[config.mk]
export PLATFORM = sky130hd
export DESIGN_NAME = adder_share_ctrl
export DESIGN_NICKNAME = d
export VERILOG_FILES = /design/src/rtl/adder_share_ctrl.sv
export SDC_FILE = /design/constraint.sdc
export NUM_CORES = 1
export LEC_CHECK = 0
export CAP_MARGIN = 10
export CORE_MARGIN = 4
export CORE_UTILIZATION = 35
export DETAILED_ROUTE_END_ITERATION = 10
export DONT_BUFFER_PORTS = 1
export GPL_ROUTABILITY_DRIVEN = 0
export PLACE_DENSITY = 0.6
export RECOVER_POWER = 50
export SLEW_MARGIN = 10
export SYNTH_ARGS = -nofsm -noshare
export SYNTH_HDL_FRONTEND = slang
export SYNTH_SLANG_ARGS = --single-unit
[constraint.sdc]
create_clock -name clk -period 4.07 [get_ports clk]
set_input_delay 1.0175 -clock clk [delete_from_list [all_inputs] [get_ports clk]]
set_output_delay 1.0175 -clock clk [all_outputs]
set_load 0.01 [all_outputs]
[src/rtl/adder_share_ctrl.sv]
// Arbitrates two 24-bit add requesters onto one shared 12-bit adder,
// computing each sum as a low half, a high half and an optional carry increment.
module adder_share_ctrl #(
  parameter bit RR_EN = 1'b1
) (
  input  logic        clk,
  input  logic        rst_n,
  input  logic        req0_valid,
  input  logic        req1_valid,
  output logic        req0_ready,
  output logic        req1_ready,
  input  logic [23:0] req0_a,
  input  logic [23:0] req0_b,
  input  logic [23:0] req1_a,
  input  logic [23:0] req1_b,
  output logic [23:0] add_in,
  input  logic [12:0] add_out,
  output logic        rsp_valid,
  input  logic        rsp_ready,
  output logic [24:0] rsp_sum,
  output logic        rsp_id
);

  typedef enum logic [2:0] {IDLE, LO, HI, INC, RSP} state_t;

  state_t      state;
  logic [23:0] a_q;
  logic [23:0] b_q;
  logic [23:0] sum_q;
  logic        id_q;
  logic        c_lo;
  logic        c_hi;
  logic        last_grant;

  logic        any_req;
  logic        grant_id;
  logic        accept;
  logic [11:0] op_a;
  logic [11:0] op_b;

  // On a tie, round-robin favours whoever was not granted last.
  always_comb begin
    any_req = req0_valid | req1_valid;
    if (req0_valid && req1_valid)
      grant_id = RR_EN ? ~last_grant : 1'b0;
    else
      grant_id = ~req0_valid;
  end

  // Ready is gated by rst_n so it drops immediately when reset asserts.
  assign accept     = rst_n && (state == IDLE) && any_req;
  assign req0_ready = accept && !grant_id;
  assign req1_ready = accept &&  grant_id;

  always_comb begin
    op_a = 12'h000;
    op_b = 12'h000;
    unique case (state)
      LO: begin
        op_a = a_q[11:0];
        op_b = b_q[11:0];
      end
      HI: begin
        op_a = a_q[23:12];
        op_b = b_q[23:12];
      end
      INC: begin
        op_a = sum_q[23:12];
        op_b = 12'h001;
      end
      default: begin
        op_a = 12'h000;
        op_b = 12'h000;
      end
    endcase
  end

  // The shared adder expects its operands bit-interleaved.
  always_comb begin
    add_in = '0;
    for (int i = 0; i < 12; i++) begin
      add_in[2*i]   = op_a[i];
      add_in[2*i+1] = op_b[i];
    end
  end

  always_ff @(posedge clk or negedge rst_n) begin
    if (!rst_n) begin
      state      <= IDLE;
      a_q        <= '0;
      b_q        <= '0;
      sum_q      <= '0;
      id_q       <= 1'b0;
      c_lo       <= 1'b0;
      c_hi       <= 1'b0;
      last_grant <= 1'b1;
    end else begin
      unique case (state)
        IDLE: begin
          if (any_req) begin
            a_q        <= grant_id ? req1_a : req0_a;
            b_q        <= grant_id ? req1_b : req0_b;
            id_q       <= grant_id;
            last_grant <= grant_id;
            state      <= LO;
          end
        end
        LO: begin
          sum_q[11:0] <= add_out[11:0];
          c_lo        <= add_out[12];
          state       <= HI;
        end
        HI: begin
          sum_q[23:12] <= add_out[11:0];
          c_hi         <= add_out[12];
          state        <= c_lo ? INC : RSP;
        end
        // The low-half carry is folded into the high half here.
        INC: begin
          sum_q[23:12] <= add_out[11:0];
          c_hi         <= c_hi | add_out[12];
          state        <= RSP;
        end
        RSP: begin
          if (rsp_ready) state <= IDLE;
        end
        default: state <= IDLE;
      endcase
    end
  end

  assign rsp_valid = (state == RSP);
  assign rsp_sum   = {c_hi, sum_q};
  assign rsp_id    = id_q;

endmodule

Yosys cells after proc, flatten, opt, wreduce, memory -nomap -nowiden
Cells that the tools add are included.

storage, ports and cells
  input port bits = 114
  register bits after elaboration = 79

cells by class
  muxes and demuxes = 10
  reduce and logical (&&, ||, !) cells = 11
  equal/unequal tests = 6
  bitwise operators = 4

operators by type and width
  kind                count
  $pmux 12 s3         2
  $mux 24             2
  $pmux 3 s5          1
  $mux 3              3
  $eq 3x2->1 const B  2
  $logic_and 1x1->1   5
  $reduce_and 2->1    2
  $eq 3x1->1 const B  1
  $eq 3x3->1 const B  1
  $logic_not 3->1     1
  $ne 2x1->1 const B  1
  $ne 2x2->1 const B  1
  $not 1->1           2
  $or 1x1->1          2
  $pmux 1 s2          1
  $reduce_bool 2->1   1
  $reduce_or 2->1     1
  $logic_not 1->1     1
  $mux 1              1

Logic depth before layout (Yosys ltp)
  depth after elaboration = 4
  depth in mapped cells = 6
  gate-level depth less buffers = 3

Worst setup path before layout
No wires, ideal clock.

  kind = in2out
  from = in req1_valid
  to = out req0_ready
  data arrival time = 1711 ps
  path slack = 1341 ps
  path buffers = 1
  stages on the path = 3
  data required time = 3053 ps
  path through = nor2_1 > clkbuf_1 > nor4_1

on the way
  cells in the longest elaborated chain, start to end = 4

RTL lines
  element              line  text
  start: declaration   9     input logic req1_valid,
  $logic_and 1x1->1    44    if (req0_valid && req1_valid)
  $mux 1               44
  $logic_not 1->1      52    assign req0_ready = accept && !grant_id;
  $logic_and 1x1->1 *  52
  end: declaration     10    output logic req0_ready,

Every way passes the cells marked *; elsewhere a longest branch is shown, timed or not.

Worst setup path in the final report
  from = reg state[0]
  to = out add_in[17]

on the way
  cells in the longest elaborated chain, start to end = 2

RTL lines
  element                                          line  text
  start: declaration                               26    state_t state;
  start signal: assignment                         116   state <= c_lo ? INC : RSP;
  $eq 3x2->1 / $eq 3x1->1 (equally long branches)  58    unique case (state)
  $pmux 12 s3 *                                    58
  end: declaration                                 16    output logic [23:0] add_in,

Marks and branches as above.

==> flow_metrics.py <==
metrics = {
    "critical_path": {
        "crit_path_end_kind": "output port",
        "required_ps": 3050,
        "worstSetupPathType": "reg -> out",
        "arrival_ps": 2510,
        "worstPathMaxFanout": 21,
        "start_kind": "register",
    },
    "drt": {
        "route.detailed.drc": 0,
        "vias": 2784,
        "avgViaCountPerCell": 5.84,
        "wl_per_cell_um": 23.8,
        "drtIter0Drc": 195,
        "ant_nets": 0,
        "drt-total-wl_mm": 11.4,
        "dr.pass1.iters": 4,
    },
    "global_route": {
        "grt_max_degree": 82,
        "grt_pass1_wl_mm": 17.2,
        "gr-total-overflow": 0,
        "antenna_found_initial": 0,
        "first_global_vias": 3007,
        "track_usage_pct": 17.4,
    },
    "timing": {
        "slew_viol_final": 0,
        "setup_ws_ps": 546,
        "rsz0062_at_grt": "false",
        "skew_ps": 9.69,
        "fmax_ghz": 0.284,
        "hold_viol_final": 0,
        "fin_crit_sh_pct": 86.6,
        "finalSetupViolations": 0,
        "timing.slew.headroom_pct": 3.04,
        "setup_tns_ps": 0,
        "tightestPinTransition_ps": 1450,
        "period_needed_ps": 3520,
    },
    "placement": {
        "io_buffers": 0,
        "place_area_sq_mm": 0.00398,
        "dp_hpwl_mm": 7.74,
        "pre_cts_ws_ps": 979,
        "dp.cells": 461,
    },
    "layout": {
        "n_fill_cell": 1087,
        "fin_cells": 477,
        "syn2layout_area_growth_pct": 7.59,
        "multi_input_area_sq_mm": 0.00177,
        "seqCellArea_sq_mm": 0.00198,
        "nets": 446,
        "utilization_pct": 38.9,
        "antennaDiodeCount": 0,
        "stdcell_area_sq_mm": 0.00426,
        "drive_above_1_share_pct": 11.6,
    },
    "clocking": {
        "cts.sinks": 79,
        "clockBufferDepth": 2,
        "insertion_delay_ps": 340,
        "ctsResizeCount": 0,
        "cts_max_level": 3,
        "cts_made_buffers": 9,
        "cts_tree": "yes",
        "post_cts_buffers": 0,
        "clkSlewWorstSetupHoldPaths_ps": 70,
        "root_buffer": "clkbuf_16",
        "ctsHoldBuffers": 0,
    },
    "yosys": {
        "synth_area_sq_mm": 0.00396,
        "synth_area_per_cell_sq_um": 11.3,
        "ys_warn_count": 0,
        "netlist_instances": 351,
        "yosysSeqAreaShare_pct": 50.0,
        "synth_edf_count": 0,
        "async_flop_share_pct": 100,
        "ys_ff_latch": 79,
        "ys.flop_type": "dfrtp_1",
        "syn_nets": 465,
        "yosysUniqueCellTypes": 31,
    },
    "pwr": {
        "power_frac_clock_pct": 19.4,
        "p_leak_nw": 1.72,
        "p_sw_w": 0.00164,
        "p_int_w": 0.00237,
        "combPwrFrac_pct": 41.8,
        "powerDensity_mw_per_mm2": 941,
        "irDropWorstVdd_mv": 0.406,
        "seq_power_share_pct": 38.8,
        "swShare_pct": 40.9,
    },
    "die": {
        "die_x_um": 114,
        "rows": 38,
        "dieArea_sq_mm": 0.0131,
        "coreArea_sq_mm": 0.0109,
        "die_y_um": 114,
        "ioPinCount": 167,
        "start_util_pct": 36.2,
    },
    "worst_hold_path": {
        "hp-class": "in -> async",
    },
    "flow_run": {
        "maxCapViolations": 0,
    },
    "outcome": {
        "status": "finished, final reports clean",
    },
}
cells in the final DEF (no fill, tap or decap), drive strengths merged, types with 4 or more instances in the layout:
master  synthesis  final
dfrtp          78     78
o21bai         48     48
o221a          48     48
nand2          41     41
nor2           26     26
mux2           25     25
a22oi          23     23
clkbuf         16     12
buf            19      4
nor2b           4      4
stage by stage:
stage	total power [W]	hold slack, ps
after CTS	0.00406	352
after detailed placement	0.00326	494
after global routing	0.00429	348
after floorplan	0.00291	452
after global placement	0.00322	487
final	0.00400	366
cell families after synthesis:
group / count (synthesis) / share of synthesized area [%]
AO/OA/AOI/OAI: 129 / 28.7
multiplexers: 25 / 7.11
AND/OR/NAND/NOR: 80 / 8.57
flip-flops: 79 / 50.0
buffers and inverters: 38 / 5.60
flip-flops by register name, indices dropped and copies added, names as in the netlist:
signal and flops:
a_q 24, b_q 24, sum_q 24, state 3
c_hi 1, c_lo 1, last_grant 1, rsp_id 1
layer usage:
| metal | GRT usage, % | up-vias | wire, um |
|---|---|---|---|
| li1 | - | 1278 | - |
| met1 | 23.1 | 1359 | 4900 |
| met2 | 26.6 | 132 | 5170 |
| met3 | 6.92 | 15 | 1090 |
| met4 | 4.83 | 0 | 191 |
| met5 | 0 | - | 0 |
worst paths after layout:
check | cells after the start | from | endpoint | slack, ps
worst max-delay path | 3 | state[0] | add_in[17] | 550
worst min-delay path | 0 | rst_n | a_q[23] | 370
worst max register to register | 4 | state[2] | a_q[22] | 1170
min in group clk | 1 | c_lo | c_lo | 510
worst min register to register | 1 | c_lo | c_lo | 510
max in group asynchronous | 0 | rst_n | last_grant | 3500
critical path: stages, from the launching register on:
cell and delay [ps]:
dfrtp_1 810, nor2b_1 910, a22oi_1 170, nor2_1 270
power groups by stage:
stage	Sequential [W]	Combinational (W)	Clock [W]
finish	0.00155	0.00167	0.000779
global route	0.00160	0.00187	0.000828
CTS	0.00156	0.00170	0.000799
detailed placement	0.00157	0.00169	0
global placement	0.00157	0.00165	0
floorplan	0.00141	0.00149	0
area by class of cell:
class	instances	share of cell area, %
inverters	3	0.264
repair buffers	5	0.793
multi-input cells	234	41.7
clock buffers	11	5.94
well taps	140	4.11
flip-flops and latches	79	46.5
clock inverters	5	0.764
cell usage after synthesis, types with 4 or more instances:
cell type  count  area [sq um]
buf_6          8          90.1
mux2_2        12           135
buf_2          9          45.0
mux2_1        13           146
nand2_1       41           154
nor2b_1        4          25.0
o221a_1       48           541
a22oi_1       23           173
o21bai_1      48           360
nor2_1        25          93.8
dfrtp_1       78          1950
clkbuf_1      16          60.1
Note: power is estimated with default switching activity, not from simulation.
